`config.mk`:
```
export PLATFORM = sky130hd
export DESIGN_NAME = seg7_scan
export DESIGN_NICKNAME = d
export VERILOG_FILES = /design/src/rtl/seg7_pkg.sv /design/src/rtl/seg7_decode.sv /design/src/rtl/seg7_scan.sv
export SDC_FILE = /design/constraint.sdc
export NUM_CORES = 1
export LEC_CHECK = 0
export CORE_MARGIN = 2
export CORE_UTILIZATION = 58
export DETAILED_ROUTE_END_ITERATION = 7
export PLACE_DENSITY = 0.94
export SETUP_SLACK_MARGIN = 0.05
export SLEW_MARGIN = 20
export SYNTH_ARGS = -nofsm -noshare
export SYNTH_HDL_FRONTEND = slang
export SYNTH_SLANG_ARGS = --single-unit
```
`constraint.sdc`:
```
create_clock -name clk -period 7.1 [get_ports clk]
set_input_delay 1.42 -clock clk [delete_from_list [all_inputs] [get_ports clk]]
set_output_delay 1.42 -clock clk [all_outputs]
set_load 0.03 [all_outputs]
```
`src/rtl/seg7_pkg.sv`:
```
// Shared constants for the seven-segment display path: active-low segment
// patterns ({g,f,e,d,c,b,a}) and default scan timing.
package seg7_pkg;

  localparam int SCAN_DIV_DEF  = 50000;
  localparam int BLANK_CYC_DEF = 500;

  localparam logic [6:0] SEG_OFF = 7'h7F;

  localparam logic [6:0] SEG_0 = 7'h40;
  localparam logic [6:0] SEG_1 = 7'h79;
  localparam logic [6:0] SEG_2 = 7'h24;
  localparam logic [6:0] SEG_3 = 7'h30;
  localparam logic [6:0] SEG_4 = 7'h19;
  localparam logic [6:0] SEG_5 = 7'h12;
  localparam logic [6:0] SEG_6 = 7'h02;
  localparam logic [6:0] SEG_7 = 7'h78;
  localparam logic [6:0] SEG_8 = 7'h00;
  localparam logic [6:0] SEG_9 = 7'h10;
  localparam logic [6:0] SEG_A = 7'h08;
  localparam logic [6:0] SEG_B = 7'h03;
  localparam logic [6:0] SEG_C = 7'h46;
  localparam logic [6:0] SEG_D = 7'h21;
  localparam logic [6:0] SEG_E = 7'h06;
  localparam logic [6:0] SEG_F = 7'h0E;

endpackage

```
`src/rtl/seg7_decode.sv`:
```
// Combinational 4-bit code to active-low seven-segment pattern.
// Hex A-F are decoded so that invalid BCD is visible on the display.
module seg7_decode
  import seg7_pkg::*;
(
  input  logic [3:0] code_i,
  output logic [6:0] seg_o
);

  always_comb begin
    seg_o = SEG_OFF;
    case (code_i)
      4'h0: seg_o = SEG_0;
      4'h1: seg_o = SEG_1;
      4'h2: seg_o = SEG_2;
      4'h3: seg_o = SEG_3;
      4'h4: seg_o = SEG_4;
      4'h5: seg_o = SEG_5;
      4'h6: seg_o = SEG_6;
      4'h7: seg_o = SEG_7;
      4'h8: seg_o = SEG_8;
      4'h9: seg_o = SEG_9;
      4'hA: seg_o = SEG_A;
      4'hB: seg_o = SEG_B;
      4'hC: seg_o = SEG_C;
      4'hD: seg_o = SEG_D;
      4'hE: seg_o = SEG_E;
      4'hF: seg_o = SEG_F;
      default: seg_o = SEG_OFF;
    endcase
  end

endmodule

```
`src/rtl/seg7_scan.sv`:
```
// Multiplexed common-anode seven-segment driver: per-frame input snapshot,
// ghosting gap at the start of every digit slot, optional leading-zero blanking.
module seg7_scan
  import seg7_pkg::*;
#(
  parameter int N_DIG     = 4,
  parameter int SCAN_DIV  = SCAN_DIV_DEF,
  parameter int BLANK_CYC = BLANK_CYC_DEF
) (
  input  logic               clk,
  input  logic               clr_n,
  input  logic [4*N_DIG-1:0] digits,
  input  logic [N_DIG-1:0]   dig_en,
  input  logic [N_DIG-1:0]   dp,
  input  logic               lz_blank,
  output logic [N_DIG-1:0]   an,
  output logic [6:0]         seg,
  output logic               dp_n,
  output logic               frame_tick
);

  if (N_DIG < 2 || N_DIG > 8) begin : g_bad_ndig
    $error("seg7_scan: N_DIG must be in 2..8");
  end
  if (BLANK_CYC < 1 || BLANK_CYC >= SCAN_DIV) begin : g_bad_blank
    $error("seg7_scan: need 1 <= BLANK_CYC < SCAN_DIV");
  end

  localparam int CNT_W = $clog2(SCAN_DIV);
  localparam int IDX_W = $clog2(N_DIG);
  localparam logic [CNT_W-1:0] CNT_MAX   = CNT_W'(SCAN_DIV - 1);
  localparam logic [CNT_W-1:0] CNT_BLANK = CNT_W'(BLANK_CYC);
  localparam logic [IDX_W-1:0] IDX_MAX   = IDX_W'(N_DIG - 1);

  logic [CNT_W-1:0]   cnt_q, cnt_d;
  logic [IDX_W-1:0]   idx_q, idx_d;
  logic [4*N_DIG-1:0] snap_dig_q;
  logic [N_DIG-1:0]   snap_en_q, snap_dp_q;
  logic               snap_lz_q;
  logic [N_DIG-1:0]   an_q, an_d;
  logic [6:0]         seg_q, seg_d;
  logic               dp_n_q, dp_n_d;
  logic               tick_q;

  logic               frame_start;
  logic [N_DIG-1:0]   blank;
  logic [3:0]         cur_code;
  logic [6:0]         cur_seg;

  always_comb begin
    frame_start = (cnt_q == '0) && (idx_q == '0);
    cnt_d       = cnt_q + CNT_W'(1);
    idx_d       = idx_q;
    if (cnt_q == CNT_MAX) begin
      cnt_d = '0;
      idx_d = (idx_q == IDX_MAX) ? '0 : idx_q + IDX_W'(1);
    end
  end

  // Walk down from the top digit; a digit is blanked while everything at or
  // above it is still zero. Digit 0 always stays visible.
  always_comb begin
    logic upper_zero;
    upper_zero = 1'b1;
    blank      = '0;
    for (int k = N_DIG - 1; k >= 0; k--) begin
      upper_zero = upper_zero & (snap_dig_q[4*k +: 4] == 4'd0);
      blank[k]   = snap_lz_q & upper_zero & (k != 0);
    end
  end

  assign cur_code = snap_dig_q[4*int'(idx_q) +: 4];

  seg7_decode u_decode (
    .code_i (cur_code),
    .seg_o  (cur_seg)
  );

  always_comb begin
    an_d   = '1;
    seg_d  = SEG_OFF;
    dp_n_d = 1'b1;
    if (cnt_q >= CNT_BLANK && snap_en_q[idx_q] && !blank[idx_q]) begin
      an_d[idx_q] = 1'b0;
      seg_d       = cur_seg;
      dp_n_d      = ~snap_dp_q[idx_q];
    end
  end

  always_ff @(posedge clk or negedge clr_n) begin
    if (!clr_n) begin
      cnt_q      <= '0;
      idx_q      <= '0;
      snap_dig_q <= '0;
      snap_en_q  <= '0;
      snap_dp_q  <= '0;
      snap_lz_q  <= 1'b0;
      an_q       <= '1;
      seg_q      <= SEG_OFF;
      dp_n_q     <= 1'b1;
      tick_q     <= 1'b0;
    end else begin
      cnt_q  <= cnt_d;
      idx_q  <= idx_d;
      an_q   <= an_d;
      seg_q  <= seg_d;
      dp_n_q <= dp_n_d;
      tick_q <= frame_start;
      if (frame_start) begin
        snap_dig_q <= digits;
        snap_en_q  <= dig_en;
        snap_dp_q  <= dp;
        snap_lz_q  <= lz_blank;
      end
    end
  end

  assign an         = an_q;
  assign seg        = seg_q;
  assign dp_n       = dp_n_q;
  assign frame_tick = tick_q;

endmodule

```
Word level (Yosys, flattened, before mapping):

Memory sizes are Yosys's and may differ from the RTL's.
Index checks and enable logic that the tools add are counted.

* register bits: 56
* ROM bits: 112
* output and inout port bits: 13
* word-level logic and storage cells: 49
* memories kept: 1

* add/sub/neg operators: 2
* $lt $le $gt $ge: 3
* equal/unequal tests: 2
* shifts and indexed selects: 1
* mux-type cells: 13
* bitwise gates (word level): 7
* reduce and logical (&&, ||, !) cells: 10

Memory list
* (no name shown): depth 16, width 7, read ports 1, clocked after memory_dff 0, write ports 0, RTL line seg7_decode.sv:12 `case (code_i)`

Operators by type and width (number)
* $add 16x1->16 const B: 1
* $eq 16x16->1 const B: 1
* $ge 16x9->1 const B: 1
* $logic_not 16->1: 1
* $mux 16: 1
* $shiftx 16x5->4: 1
* $logic_not 4->1: 3
* $mux 7: 1
* $bmux 1 s2: 3
* $and 1x1->1: 5
* $mux 1: 5
* $logic_and 1x1->1: 4
* $mux 4: 1
* $not 4->4: 1
* $lt 2x3->1 const B: 1
* $add 2x1->2 const B: 1
* $demux 1 s2: 1
* $eq 2x2->1 const B: 1
* $ge 2x1->1 const B: 1
* $logic_not 2->1: 1
* $mux 2: 1
* $logic_not 1->1: 1
* $not 1->1: 1

Logic depth before layout (Yosys ltp):

Gate-level depths: netlist of the first run.

* depth in word-level cells: 9
* gate-level depth with buffers: 8

Hierarchy:

Synthesis of the first run repeated with hierarchy kept, for this count alone.

* cell total of the unflattened synthesis: 220
* area total of the unflattened synthesis: 2778.9 µm²

Modules (own cells, without submodules)
* seg7_scan: times used 1, cells an instance 188, area each 2503.7 µm², sequential area each 1416.4 µm²
* seg7_decode: times used 1, cells an instance 32, area each 275.3 µm², sequential area each 0.0 µm²

Worst setup path after synthesis of the first run:

OpenSTA, ideal clock, no wires.

* path type: register -> register
* from: reg cnt_q[12]
* to: reg snap_dig_q[10]
* library setup time: 0.125 ns
* arrival: 2.329 ns
* path slack: 4.646 ns
* cell stages (with the launch flop): 6
* cell sequence: dfrtp_1 > or4_1 > or4_4 > nor4_4 > buf_6 > mux2_2

* longest elaborated chain between the ends: 2

Ends and longest elaborated chain
* start, declared: RTL line seg7_scan.sv:35 `logic [CNT_W-1:0] cnt_q, cnt_d;`
* start signal, assigned: RTL line seg7_scan.sv:103 `cnt_q <= cnt_d;`
* $logic_not 16->1: RTL line seg7_scan.sv:51 `frame_start = (cnt_q == '0) && (idx_q == '0);`
* $logic_and 1x1->1: RTL line seg7_scan.sv:51
* end signal, assigned: RTL line seg7_scan.sv:110 `snap_dig_q <= digits;`
* end, declared: RTL line seg7_scan.sv:37 `logic [4*N_DIG-1:0] snap_dig_q;`

No other way between the ends.
A chain may end at the register's enable or synchronous reset.

Final worst setup path of the first run:

* from: reg dp_n_q, in the netlist dp_n
* to: out dp_n

RTL lines
* start, declared: RTL line seg7_scan.sv:42 `logic dp_n_q, dp_n_d;`
* start signal, assigned: RTL line seg7_scan.sv:107 `dp_n_q <= dp_n_d;`
* end, declared: RTL line seg7_scan.sv:18 `output logic dp_n,`

No word-level cell between the ends.

==> metrics.md, run 1 <==
| Metric | Value |
|---|---|
| Fmax | around 340 MHz |
| Final hold vios | 0 |
| CTS Sinks | 56 |
| Crit path max-delay cell type | clkdlybuf4s50_1 |
| Input/output buffers | 39 |
| CTS tree | yes |
| EDFF count, synth | 0 |
| Vias in the first global route | around 1,900 |
| Sequential cell area | 0.00142 mm² |
| Final min period | roughly 2900 ps |
| HP Start | snap_dig_q[1] |
| Clk_skew | about 7.7 ps |
| Worst-path clk slew | 100 ps |
| GRT Total Usage | 0.218 |
| Primary FF master, synth | dfrtp_1 |
| Slew HR | 0.315 |
| Unrepaired setup endpoints after global routing | false |
| Floorplan core area | approximately 0.0047 mm² |
| Syn_nets | approximately 270 |
| Post-Place Worst Slack | 4520 ps |
| Clock Tree Buf Depth | 2 |
| Critical R2R Launch | cnt_q[12] |
| Global-route wire length before repair | between 8000 and 9000 µm |
| Leak | roughly 1.4 nW |
| Status | complete, no violations |
| Initial DRC Count | between 100 and 150 |
| Critical Path Max Stage Delay | ~660 ps |
| Peak supply drop | 0.133 mV |
| GPL Wtd Cong | 0.846 |
| Die Wd | around 73 µm |
| Drt via density | between 5 and 6 |
| Sum of negative setup slack | 0 ps |
| Post-synth top area share | 0.394 |
| Die height | roughly 73 µm |
| Worst slew pin tran | 1020 ps |
| Num CTS Buffers | 5 |
| Mapped Avg Cell Area | approximately 12 µm² |
| Area of the mapped netlist | ~0.0028 mm² |
| Post-Route WL | between 5000 and 6000 µm |
| Diodes inserted | 0 |
| H-tree depth | 2 |
| Share of cells above drive strength 1 | 0.213 |
| DRC viols | 0 |
| # hold bufs at CTS | 0 |
| Clock Latency Late Sink | roughly 310 ps |
| Synth Warn # | 0 |
| Worst path bufs/invs | 1 |
| Antenna-violating nets left | 0 |
| Synth cell count leaders | dfrtp_1, mux2_2, nand2_1 |
| Area of the multi-input gates | 0.00129 mm² |
| Drt wl/cell | between 15 and 20 µm |
| Unique masters post-synth | 39 |
| Crit start category | flip-flop |
| Row Count | 25 |
| Die ar. | ~0.0054 mm² |
| Final worst slack | approximately 4200 ps |
| Starting density of the core | 0.596 |
| Synth area leaders | dfrtp_1, dfstp_2, mux2_2 |
| Post-CTS sizing | 0 |
| Syn Inst Count | 233 |
| DP HPWL | between 3000 and 4000 µm |
| Setup-failing EPs final | 0 |
| Top delay family on crit path | buffers and inverters |
| Crit. End Element | output pin |
| Crit path DAT | 1500 ps |
| Async SR Flop Fraction | 1.00 |
| Crit path kind | flip-flop to output pin |
| Worst-path fanout max | 1 |
| Initial DRT Pass Iterations | 4 |
| Sequential area share after synthesis | 0.506 |
| Final net count | 310 |
| Worst-path cell chain | clkdlybuf4s50_1 |
| Via count | 1,897 |
| Slew Viols, Final | 0 |
| Total gr overflow | 0 |
| Tcrit/Tclk final | 0.411 |
| Pin count of the biggest net entering global routing | between 50 and 60 |
| Root Buffer Master | clkbuf_8 |
| Synthesis-stage register bit count | 56 |
| IO Count | 40 |
| Maxcap violations | 0 |
| Cell Pwr Density | 170 mW/mm² |
| CP startpoint | dp_n |
| Dominant cell type by area after synthesis | dfrtp_1 |
| Initial antenna violation count | 0 |
| Class of the worst hold path | flip-flop to flip-flop |
| Post-CTS Setup Bufs | 0 |
| CP required | roughly 5700 ps |
| Final-layout fill cell count | roughly 330 |
| Count leader, synth | dfrtp_1 |
| Area Growth Syn to Fin | 18.6% |
==> cell type report <==
type                    count  share of cell area
flip-flops and latches     56               0.427
multi-input cells         157               0.389
repair buffers             42               0.123
clock buffers               8              0.0302
well taps                  54              0.0204
inverters                   9              0.0102
==> power breakdown <==
part	switching [W]	internal (W)	total (W)	leakage, nW
logic	0.0000180	0.0000258	0.0000438	0.639
registers	0.00000657	0.000326	0.000333	0.669
clock network	0.0000977	0.0000892	0.000187	0.0515
==> sequential cells by signal (all words and copies together), names as in the netlist, 2 cells and up <==
name	count
cnt_q	16
seg	7
snap_dig_q	16
an	4
snap_dp_q	4
idx_q	2
snap_en_q	4
==> kinds of logic after synthesis <==
logic type               Yosys count  share of synthesized area
buffers and inverters             20                     0.0322
flip-flops                        56                      0.506
AO/OA/AOI/OAI                     21                     0.0483
multiplexers                      35                      0.168
XOR/XNOR                          17                     0.0532
adder cells (fa/ha/maj)           12                     0.0537
AND/OR/NAND/NOR                   72                      0.138
==> layer usage <==
metal / routed length, µm / part of all wire / up-vias / track usage
met5: 0 / 0 / - / 0
met4: 96 / 0.018 / 0 / 0.0949
met3: 280 / 0.053 / 10 / 0.0521
met2: 2520 / 0.48 / 62 / 0.328
met1: 2340 / 0.45 / 922 / 0.304
li1: - / - / 903 / -
==> final timing paths <==
kind	slack, ps	depth (start not counted)	end
setup / recovery	4180	1	dp_n
hold reg to reg	510	1	snap_dig_q[1]
setup reg to reg	4560	5	snap_dig_q[4]
max in group asynchronous	5430	2	snap_dig_q[5]
hold / removal	510	1	snap_dig_q[1]
min in group asynchronous	1230	2	cnt_q[0]
==> per-stage QoR <==
step                      power, W  hold slack, ps   util  instance area, µm²  cells
final                     0.000564             505  0.707                3320    326
after global routing      0.000585             517  0.707                3320    326
after CTS                 0.000566             509  0.707                3320    326
after detailed placement  0.000383             492  0.686                3220    318
after global placement    0.000380             466  0.686                3220    318
after floorplan           0.000357             453      -                2800    233
==> cells in the final DEF, fill, tap and decap left out, types with 3 or more instances in the layout <==
cell             netlist  layout
buf_4                  0       3
clkbuf_8               0       7
clkdlybuf4s50_1        0      38
dfrtp_1               44      44
dfstp_2               12      12
ha_1                  12      12
inv_1                  9       9
mux2_2                24      24
mux4_2                 7       7
nand2_1               20      20
nand2b_1               4       4
nand3_1               12      12
nor2_1                14      14
nor4_1                 5       5
o21ai_0                9       9
o311ai_0               3       3
xnor2_1                6       6
xor2_1                11      11
(Power assumes the default switching activity.)
==> inputs of run 2 (changes only) <==
- CORE_UTILIZATION: 58 -> 54
- PLACE_DENSITY: 0.94 -> 0.89
- clock period: 7.1 -> 2.7 ns (I/O delays scaled with it)
==> run 2 against run 1 <==
Net effect: die area is 7.0% higher; combinational power grew to 2.7 times the previous value; register-to-register slack worse by 4300 ps; clock power is 140% higher; sequential share of layout area is 0.51 points lower; power grew to 2.6 times the previous value; worst hold slack worse by 290 ps; flip-flop and latch count stayed put; critical path type is now flip-flop to flip-flop; largest cell class unchanged.
==> metrics.md, run 2 (synthesis gave the netlist of run 1 again) <==
| Metric | Value |
|---|---|
| Post-CTS sizing | 0 (unchanged) |
| Post-Place Worst Slack | 328 ps (-4190 ps) |
| Final-layout fill cell count | 384 (+18%) |
| Tcrit/Tclk final | 0.885 |
| Worst-path fanout max | 26 (+25) |
| GPL Wtd Cong | 0.827 (-2.3%) |
| Starting density of the core | 0.555 (-0.0414) |
| Crit path max-delay cell type | or4_1 |
| Antenna-violating nets left | 0 (unchanged) |
| Worst-path cell chain | or4_1 -> or4_4 -> nor4_4 -> buf_12 -> mux2_2 |
| DR top layer | met4 |
| H-tree depth | 2 (unchanged) |
| Drt wl/cell | 15.1 µm (-5.9%) |
| Drt via density | 5.55 (-4.6%) |
| Slew HR | 0.372 (+0.0564) |
| Final hold vios | 0 (unchanged) |
| CP Capture Point | snap_dp_q[1] |
| Post-Route WL | 5200 µm (-0.73%) |
| Cell Pwr Density | 432 mW/mm² (+150%) |
| Die ar. | 0.00577 mm² (+7.0%) |
| Critical Path Max Stage Delay | 540 ps (-120 ps) |
| Post-CTS Setup Bufs | 0 (unchanged) |
| Die height | 76.0 µm (+3.4%) |
| Clock Tree Buf Depth | 2 (unchanged) |
| R2r endpoint | snap_dp_q[1] |
| DRC viols | 0 (unchanged) |
| Sum of negative setup slack | 0 ps (unchanged) |
| Total gr overflow | 0 (unchanged) |
| Post-route insts no fill | 344 (+5.5%) |
| Num CTS Buffers | 5 (unchanged) |
| Clock Latency Late Sink | 310 ps (about the same) |
| Share of cells above drive strength 1 | 0.223 (+0.00939) |
| DP HPWL | 3810 µm (+1.7%) |
| Wire length on met3 | 217 µm (-23%) |
| Initial DRT Pass Iterations | 4 (unchanged) |
| Leak | 1.36 nW (+0.13%) |
| Worst slew pin tran | 938 ps (-84.3 ps) |
| Commonest cells after routing, fill and taps aside | dfrtp_1, clkdlybuf4s50_1, mux2_2 |
| Pin count of the biggest net entering global routing | 28 (-51%) |
| Class of the worst hold path | primary input to asynchronous set/reset pin |
| Worst path depth | 5 (+4) |
| Flop-to-flop setup slack | 310 ps (-4250 ps) |
| Root Buffer Master | clkbuf_8 |
| Area Growth Syn to Fin | 20.0% |
| Floorplan core area | 0.00504 mm² (+7.5%) |
| Unrepaired setup endpoints after global routing | false |
| Fmax | 418 MHz |
| Met2 wire len | 2540 µm (+0.79%) |
| Initial antenna violation count | 0 (unchanged) |
| Slew Viols, Final | 0 (unchanged) |
| Via count | 1,909 (+0.63%) |
| Global-route wire length before repair | 8900 µm (+0.63%) |
| Maxcap violations | 0 (unchanged) |
| DRT met1 WL | 2330 µm (-0.47%) |
| CTS tree | yes |
| Worst path bufs/invs | 1 (unchanged) |
| Diodes inserted | 0 (unchanged) |
| Crit start category | flip-flop |
| Crit path DAT | 2600 ps (+1100 ps) |
| Final min period | 2390 ps |
| Placed Cells | 336 (+5.7%) |
| GRT Total Usage | 0.197 (-0.0213) |
| R2R depth | 5 (unchanged) |
| Critical R2R Launch | cnt_q[12] |
| CP required | 2900 ps (-2780 ps) |
| Final net count | 312 (+0.65%) |
| # hold bufs at CTS | 0 (unchanged) |
| Design Power | 0.00145 W (+160%) |
| Worst-path clk slew | 100 ps (about the same) |
| Die Wd | 76.0 µm (+3.4%) |
| Final worst slack | 310 ps (-3870 ps) |
| Input/output buffers | 39 (unchanged) |
| Initial DRC Count | 119 (+4.4%) |
| Crit path kind | flip-flop to flip-flop |
| Vias in the first global route | 1,816 (-2.7%) |
| Row Count | 26 (+4.0%) |
| Final cell utilization of the core | 0.666 (-0.0412) |
| Top delay family on crit path | simple AND/OR/NAND/NOR gates |
| Peak supply drop | 0.377 mV (+180%) |
| Crit. End Element | flip-flop |
| Clk_skew | 6.69 ps (-1.02 ps) |
| IO Count | 40 (unchanged) |
| Status | complete, no violations |
| Setup-failing EPs final | 0 (unchanged) |
| Most common cell after layout, fill and taps aside | dfrtp_1 |
| CTS Sinks | 56 (unchanged) |
| CP startpoint | cnt_q[12] |
[run 2: cell types whose count changed in the layout (fill, tap and decap cells not counted), sizes merged]
cell,previous run,this run
buf,4,6
clkbuf,8,5
clkinv,0,1
clkinvlp,0,2
[run 2: worst min path at each step]
stage / startpoint / to / slack (ps)
2_1_floorplan: clr_n / cnt_q[0] / 240
3_3_place_gp: snap_dig_q[1] / snap_dig_q[1] / 470
3_5_place_dp: cnt_q[13] / cnt_q[13] / 480
4_1_cts: clr_n / snap_lz_q / 230
5_1_grt: clr_n / cnt_q[11] / 260
6_report: clr_n / cnt_q[0] / 220
[run 2: report_power, final]
part	internal [W]	total [W]	leakage, nW	switching (W)
Sequential	0.000858	0.000877	0.669	0.0000187
Combinational	0.0000689	0.000117	0.652	0.0000484
Clock	0.000184	0.000458	0.0404	0.000274
Total	0.00111	0.00145	1.36	0.000341
[run 2: per-stage QoR]
stage | hold slack [ps] | instance area [µm²]
2_1_floorplan | 244 | 2800
3_5_place_dp | 480 | 3260
4_1_cts | 226 | 3360
3_3_place_gp | 465 | 3260
5_1_grt | 261 | 3360
6_report | 216 | 3360
[run 2: area by class of cell]
class	instances	area, µm²	share of cell area
Clock buffer	5	68.8	0.0205
Multi-Input combinational cell	157	1290	0.385
Timing Repair Buffer	44	435	0.130
Clock inverter	3	23.8	0.00708
Inverter	9	33.8	0.0101
Tap cell	70	87.6	0.0261
Sequential cell	56	1420	0.422
[run 2: worst register-to-register path, cell delays in order (launching register included)]
cell     delay (ps)
dfrtp_1         430
or4_1           540
or4_4           460
nor4_4          280
buf_12          220
mux2_2          360
[run 2: routing by layer]
layer / global-route usage / up-vias
li1: - / 907
met1: 0.276 / 939
met2: 0.308 / 55
met3: 0.0367 / 8
met4: 0.0764 / 0
met5: 0 / -
==> inputs of run 3 (changes only) <==
- CTS_CLUSTER_DIAMETER: unset -> 80
==> results of run 3 <==
The final DEF is identical to that of run 2; final timing and power are the same.
